[src/rtl/bilinear_scan_ctrl.sv]
// rtl/bilinear_scan_ctrl.sv - raster sequencer for the bilinear scaler fetch path
// Walks destination pixels, maps them to clamped source coords/weights, and paces RAM latency.
module bilinear_scan_ctrl #(
    parameter int FRAC_W  = 8,
    parameter int RAM_LAT = 1
) (
    input  logic                 clk_i,
    input  logic                 rst_i,
    input  logic                 start_i,
    input  logic [7:0]           src_width_i,
    input  logic [7:0]           src_height_i,
    input  logic [9:0]           dst_width_i,
    input  logic [9:0]           dst_height_i,
    input  logic [10+FRAC_W-1:0] step_x_i,
    input  logic [10+FRAC_W-1:0] step_y_i,
    output logic [9:0]           coord_x_o,
    output logic [9:0]           coord_y_o,
    output logic [FRAC_W-1:0]    frac_x_o,
    output logic [FRAC_W-1:0]    frac_y_o,
    output logic [9:0]           dst_x_o,
    output logic [9:0]           dst_y_o,
    output logic                 out_valid_o,
    input  logic                 out_ready_i,
    output logic                 busy_o,
    output logic                 done_o
);

    localparam int STEP_W = 10 + FRAC_W;
    localparam int ACC_W  = STEP_W + 1;
    localparam int IP_W   = ACC_W - FRAC_W;
    localparam int LAT_W  = (RAM_LAT > 1) ? $clog2(RAM_LAT) : 1;
    localparam logic [LAT_W-1:0] LAT_LAST = LAT_W'(RAM_LAT - 1);

    typedef enum logic [1:0] {
        S_IDLE,
        S_WAIT,
        S_PRESENT,
        S_DONE
    } state_t;

    state_t state_q, state_d;

    logic [7:0]        src_w_q, src_w_d;
    logic [7:0]        src_h_q, src_h_d;
    logic [9:0]        dst_w_q, dst_w_d;
    logic [9:0]        dst_h_q, dst_h_d;
    logic [STEP_W-1:0] step_x_q, step_x_d;
    logic [STEP_W-1:0] step_y_q, step_y_d;
    logic [ACC_W-1:0]  acc_x_q, acc_x_d;
    logic [ACC_W-1:0]  acc_y_q, acc_y_d;
    logic [9:0]        dst_x_q, dst_x_d;
    logic [9:0]        dst_y_q, dst_y_d;
    logic [9:0]        coord_x_q, coord_x_d;
    logic [9:0]        coord_y_q, coord_y_d;
    logic [FRAC_W-1:0] frac_x_q, frac_x_d;
    logic [FRAC_W-1:0] frac_y_q, frac_y_d;
    logic [LAT_W-1:0]  lat_cnt_q, lat_cnt_d;

    // Saturating add: a pinned accumulator always lands in the clamp region.
    function automatic logic [ACC_W-1:0] sat_add(input logic [ACC_W-1:0] a,
                                                 input logic [STEP_W-1:0] b);
        logic [ACC_W:0] s;
        s = {1'b0, a} + (ACC_W+1)'(b);
        sat_add = s[ACC_W] ? {ACC_W{1'b1}} : s[ACC_W-1:0];
    endfunction

    // Returns {coord, frac}; positions at or beyond the last source pixel clamp with zero weight.
    function automatic logic [10+FRAC_W-1:0] map_axis(input logic [ACC_W-1:0] acc,
                                                      input logic [7:0] dim);
        logic [IP_W-1:0] ip;
        logic [IP_W-1:0] lim;
        ip  = acc[ACC_W-1:FRAC_W];
        lim = IP_W'(dim) - IP_W'(1);
        if (ip >= lim) begin
            map_axis = {lim[9:0], {FRAC_W{1'b0}}};
        end else begin
            map_axis = {ip[9:0], acc[FRAC_W-1:0]};
        end
    endfunction

    always_comb begin
        state_d   = state_q;
        src_w_d   = src_w_q;
        src_h_d   = src_h_q;
        dst_w_d   = dst_w_q;
        dst_h_d   = dst_h_q;
        step_x_d  = step_x_q;
        step_y_d  = step_y_q;
        acc_x_d   = acc_x_q;
        acc_y_d   = acc_y_q;
        dst_x_d   = dst_x_q;
        dst_y_d   = dst_y_q;
        coord_x_d = coord_x_q;
        coord_y_d = coord_y_q;
        frac_x_d  = frac_x_q;
        frac_y_d  = frac_y_q;
        lat_cnt_d = lat_cnt_q;

        case (state_q)
            S_IDLE: begin
                if (start_i) begin
                    src_w_d   = src_width_i;
                    src_h_d   = src_height_i;
                    dst_w_d   = dst_width_i;
                    dst_h_d   = dst_height_i;
                    step_x_d  = step_x_i;
                    step_y_d  = step_y_i;
                    acc_x_d   = '0;
                    acc_y_d   = '0;
                    dst_x_d   = '0;
                    dst_y_d   = '0;
                    coord_x_d = '0;
                    coord_y_d = '0;
                    frac_x_d  = '0;
                    frac_y_d  = '0;
                    lat_cnt_d = '0;
                    if (dst_width_i == 10'd0 || dst_height_i == 10'd0) begin
                        state_d = S_DONE;
                    end else begin
                        state_d = S_WAIT;
                    end
                end
            end

            S_WAIT: begin
                if (lat_cnt_q == LAT_LAST) begin
                    lat_cnt_d = '0;
                    state_d   = S_PRESENT;
                end else begin
                    lat_cnt_d = lat_cnt_q + LAT_W'(1);
                end
            end

            S_PRESENT: begin
                if (out_ready_i) begin
                    if (dst_x_q != dst_w_q - 10'd1) begin
                        dst_x_d = dst_x_q + 10'd1;
                        acc_x_d = sat_add(acc_x_q, step_x_q);
                        state_d = S_WAIT;
                    end else if (dst_y_q != dst_h_q - 10'd1) begin
                        dst_x_d = '0;
                        acc_x_d = '0;
                        dst_y_d = dst_y_q + 10'd1;
                        acc_y_d = sat_add(acc_y_q, step_y_q);
                        state_d = S_WAIT;
                    end else begin
                        state_d = S_DONE;
                    end
                    // On the final pixel the accumulators are unchanged, so coords hold.
                    {coord_x_d, frac_x_d} = map_axis(acc_x_d, src_w_q);
                    {coord_y_d, frac_y_d} = map_axis(acc_y_d, src_h_q);
                end
            end

            S_DONE: begin
                state_d = S_IDLE;
            end

            default: begin
                state_d = S_IDLE;
            end
        endcase
    end

    always_ff @(posedge clk_i) begin
        if (rst_i) begin
            state_q   <= S_IDLE;
            src_w_q   <= '0;
            src_h_q   <= '0;
            dst_w_q   <= '0;
            dst_h_q   <= '0;
            step_x_q  <= '0;
            step_y_q  <= '0;
            acc_x_q   <= '0;
            acc_y_q   <= '0;
            dst_x_q   <= '0;
            dst_y_q   <= '0;
            coord_x_q <= '0;
            coord_y_q <= '0;
            frac_x_q  <= '0;
            frac_y_q  <= '0;
            lat_cnt_q <= '0;
        end else begin
            state_q   <= state_d;
            src_w_q   <= src_w_d;
            src_h_q   <= src_h_d;
            dst_w_q   <= dst_w_d;
            dst_h_q   <= dst_h_d;
            step_x_q  <= step_x_d;
            step_y_q  <= step_y_d;
            acc_x_q   <= acc_x_d;
            acc_y_q   <= acc_y_d;
            dst_x_q   <= dst_x_d;
            dst_y_q   <= dst_y_d;
            coord_x_q <= coord_x_d;
            coord_y_q <= coord_y_d;
            frac_x_q  <= frac_x_d;
            frac_y_q  <= frac_y_d;
            lat_cnt_q <= lat_cnt_d;
        end
    end

    assign coord_x_o   = coord_x_q;
    assign coord_y_o   = coord_y_q;
    assign frac_x_o    = frac_x_q;
    assign frac_y_o    = frac_y_q;
    assign dst_x_o     = dst_x_q;
    assign dst_y_o     = dst_y_q;
    assign out_valid_o = (state_q == S_PRESENT);
    assign busy_o      = (state_q == S_WAIT) || (state_q == S_PRESENT);
    assign done_o      = (state_q == S_DONE);

endmodule
[config.mk]
export PLATFORM = sky130hd
export DESIGN_NAME = bilinear_scan_ctrl
export DESIGN_NICKNAME = d
export VERILOG_FILES = /design/src/rtl/bilinear_scan_ctrl.sv
export SDC_FILE = /design/constraint.sdc
export NUM_CORES = 1
export LEC_CHECK = 0
export ABC_AREA = 1
export CAP_MARGIN = 30
export CORE_MARGIN = 5
export CORE_UTILIZATION = 47
export DETAILED_ROUTE_END_ITERATION = 8
export GPL_TIMING_DRIVEN = 0
export PLACE_DENSITY = 0.66
export SETUP_SLACK_MARGIN = 0.2
export SLEW_MARGIN = 20
export SYNTH_ARGS = -nofsm -noshare
export SYNTH_HDL_FRONTEND = slang
export SYNTH_SLANG_ARGS = --single-unit
[constraint.sdc]
create_clock -name clk_i -period 4.8 [get_ports clk_i]
set_clock_uncertainty 0.2 [all_clocks]
set_input_delay 0.96 -clock clk_i [delete_from_list [all_inputs] [get_ports clk_i]]
set_output_delay 0.96 -clock clk_i [all_outputs]
set_load 0.02 [all_outputs]
==> out/metrics.cfg <==
[logic_synthesis]
syn_avg_cell_area_sq_um = 6.43
yosysTopAreaCell = dfxtp_1
synth-main-ff-cell = dfxtp_1
syn-cell-area_sq_mm = 0.0111
ys_seq_area_frac = 0.303
ys_ff_latch = 168
synth_edf_count = 0
synth_cell_types = 47
yosysMostFrequentCell = nand2_1
synth_top_area_share = 0.303
ys_top_cells_by_count = nand2_1 (460), nor2_1 (213), a21oi_1 (188), dfxtp_1 (168), inv_1 (146)
synth_warnings = 0
synth_area_leaders = dfxtp_1 (30%), nand2_1 (16%), a21oi_1 (8.5%)
synthArstFlopShare = 0
synth_nets = 1871
synthCells = 1725

[grt]
grt.overflow.total = 0
track_usage = 0.266
antenna_found_initial = 1
grt_pass1_wl_um = 56800
grt_max_degree = 17
grt_pass1_vias = 11000

[setup_path]
cp_cell_sequence = ha_1, inv_1, fa_1, inv_1, nand2_1, nand2_1, nand2_1, o21ai_2, nand2_1, nand2_1, nand2_1, nand2_1, inv_1, o21ai_2, nand3_2, ha_1, a21oi_1, o21a_1, nand3_1, a31oi_4, clkinv_2, a21oi_1, nand2_1, a21oi_1
startpoint = acc_y_q[0]
critPathLaunchType = flip-flop
rr_worst_depth = 24
crit_slowest_cell = fa_1
worst_setup_path_end_kind = flip-flop
crit_path_end = coord_y_o[9]
crit_path_frequent_cell = nand2_1
max_stage_delay_ns = 0.38
r2r_slack_ns = 0.43
critPathRequiredTime_ns = 4.97
crit_type = reg -> reg
timing.rr.start = acc_y_q[0]
crit_fanout = 9
cp.arrival_ns = 4.53
r2r-end = coord_y_o[9]

[clock_tree]
clk_pin_slew_worst_paths_ns = 0.07
numCtsBuffers = 17
max-clock-path-buffers = 2
clk_latency_ns = 0.44
cts_tree = yes
root_buffer = clkbuf_16
clock-sinks = 168
postCtsHoldBufs = 0
cts-htree-levels = 4

[drt]
drt-pass1-iter-count = 6
viasPerCell = 5.28
routedWlPerCell_um = 16.3
ant_nets = 0
drc_errors = 0
drt_iter0_drc = 932
totalWireLength_um = 36100
via_count = 11700

[power_and_ir_drop]
netSwitchingPower_uw = 2660
internal_power_uw = 3450
switching_share = 0.436
ir_worst_vdd_mv = 0.264
seqPwrFrac = 0.294
combPwrFrac = 0.463
power_density_mw_per_mm2 = 452
clkPwrFrac = 0.243
total_power_uw = 6110
p_leak_uw = 0.00594

[sta]
slew-limit-headroom = 0.475
fin_setup_tns_ns = 0
hold_viol = 0
period_share = 0.910
rsz0062_at_grt = no
fmax_ghz = 0.229
slew_viol_final = 0
setup-violations-final = 0
worst_pin_slew_ns = 0.787
post-route-min-period_ns = 4.37

[flow_run]
drv_cap = 0

[finish]
diodes = 0
area_delta_synth_final_pct = 22.0
final_layout_size_suffix_gt1_frac = 0.0717
num-fill-cells = 2335
layout.nets = 2030
final_core_util = 0.580

[min_path]
hold_path.class = reg -> reg
hold_depth = 2

[floorplan]
die_w_um = 164
rows = 56
core_area_sq_mm = 0.0233
die_y_um = 164
dieArea_sq_mm = 0.0268
start_util = 0.475
ios = 135

[placed_design]
gp_congestion = 0.957
port_buffers = 133
hpwl_um = 28300

[outcome]
status = finished, final reports clean

[registers in the layout (all words and copies together) (netlist names), 18 cells and up]
name and flops:
step_y_q 18, acc_x_q 19, step_x_q 18, acc_y_q 19
[power groups by stage]
stage	combinational, uW	clock (uW)	sequential (uW)
2_1_floorplan	1900	0	1800
3_3_place_gp	2680	0	1820
3_5_place_dp	2710	0	1820
4_1_cts	2740	1510	1790
5_1_grt	3160	1570	1820
6_report	2830	1490	1790
[layout make-up]
class / instances / area [sq um] / share of cell area
well taps: 319 / 399 / 0.0295
clock inverters: 10 / 169 / 0.0125
inverters: 171 / 644 / 0.0476
plain buffers: 62 / 293 / 0.0216
clock buffers: 21 / 450 / 0.0333
multi-input cells: 1325 / 6830 / 0.505
repair buffers: 139 / 1380 / 0.102
flip-flops and latches: 168 / 3360 / 0.249
[cell usage in the layout (no fill, tap or decap), drive strengths merged, types with 3 or more instances in the layout]
| master | Yosys | routed |
|---|---|---|
| nand3 | 89 | 89 |
| nand3b | 6 | 6 |
| nand4 | 20 | 20 |
| o211ai | 4 | 4 |
| o21ai | 140 | 140 |
| a21oi | 191 | 191 |
| or2 | 7 | 7 |
| buf | 20 | 26 |
| nand2 | 474 | 474 |
| bufinv | 0 | 4 |
| clkbuf | 42 | 63 |
| clkdlybuf4s50 | 0 | 133 |
| nor4 | 7 | 7 |
| clkinv | 3 | 8 |
| xor2 | 35 | 35 |
| o21a | 3 | 3 |
| inv | 168 | 169 |
| and2 | 4 | 4 |
| ha | 68 | 68 |
| nor3 | 20 | 20 |
| dfxtp | 168 | 168 |
| nor2 | 226 | 226 |
| a31oi | 3 | 4 |
| o21bai | 4 | 4 |
| xnor2 | 13 | 13 |
[critical path: cells and delay by family, from the launching register on]
| kind | cells | cell delay [ns] |
|---|---|---|
| AND/OR/NAND/NOR | 10 | 1.00 |
| flip-flops | 1 | 0.36 |
| adder cells (fa/ha/maj) | 3 | 0.95 |
| buffers and inverters | 4 | 0.41 |
| AO/OA/AOI/OAI | 7 | 1.38 |
[timing repair]
item	in CTS	in global routing
setup buffers	0	6
cloned	0	1
setup endpoints to repair	16	36
gates resized for setup	3	9
[cell families after synthesis]
kind of cell | after synthesis | share of synthesized area
simple gates | 855 | 0.326
compound gates | 351 | 0.168
buf+inv | 233 | 0.0842
flops | 168 | 0.303
fa+ha+maj | 70 | 0.0804
xor+xnor | 48 | 0.0379
[how the worst min path moves through the flow]
| stage | from | endpoint |
|---|---|---|
| after floorplan | dst_h_q[1] | dst_h_q[1] |
| after global placement | frac_y_o[0] | frac_y_o[0] |
| after detailed placement | frac_y_o[0] | frac_y_o[0] |
| after CTS | frac_y_o[0] | frac_y_o[0] |
| after global routing | coord_y_o[1] | coord_y_o[1] |
| final | coord_y_o[0] | coord_y_o[0] |
[through the flow]
step | cells | cell area, sq um | hold slack [ns] | setup slack [ns]
6_report | 2215 | 13500 | 0.264 | 0.433
5_1_grt | 2215 | 13500 | 0.284 | 0.210
4_1_cts | 2208 | 13400 | 0.265 | 0.208
3_5_place_dp | 2177 | 12800 | 0.255 | 0.000478
3_3_place_gp | 2177 | 12800 | 0.253 | 0.0499
2_1_floorplan | 1725 | 11100 | 0.248 | 0.959
[metal layers]
layer,vias to the layer above,global-route usage,part of all wire
met5,-,0,0
met4,0,0.0667,0.021
met3,53,0.0437,0.060
met2,313,0.459,0.48
met1,5387,0.349,0.44
li1,5933,-,-
Power figures use the tool's default switching activity.
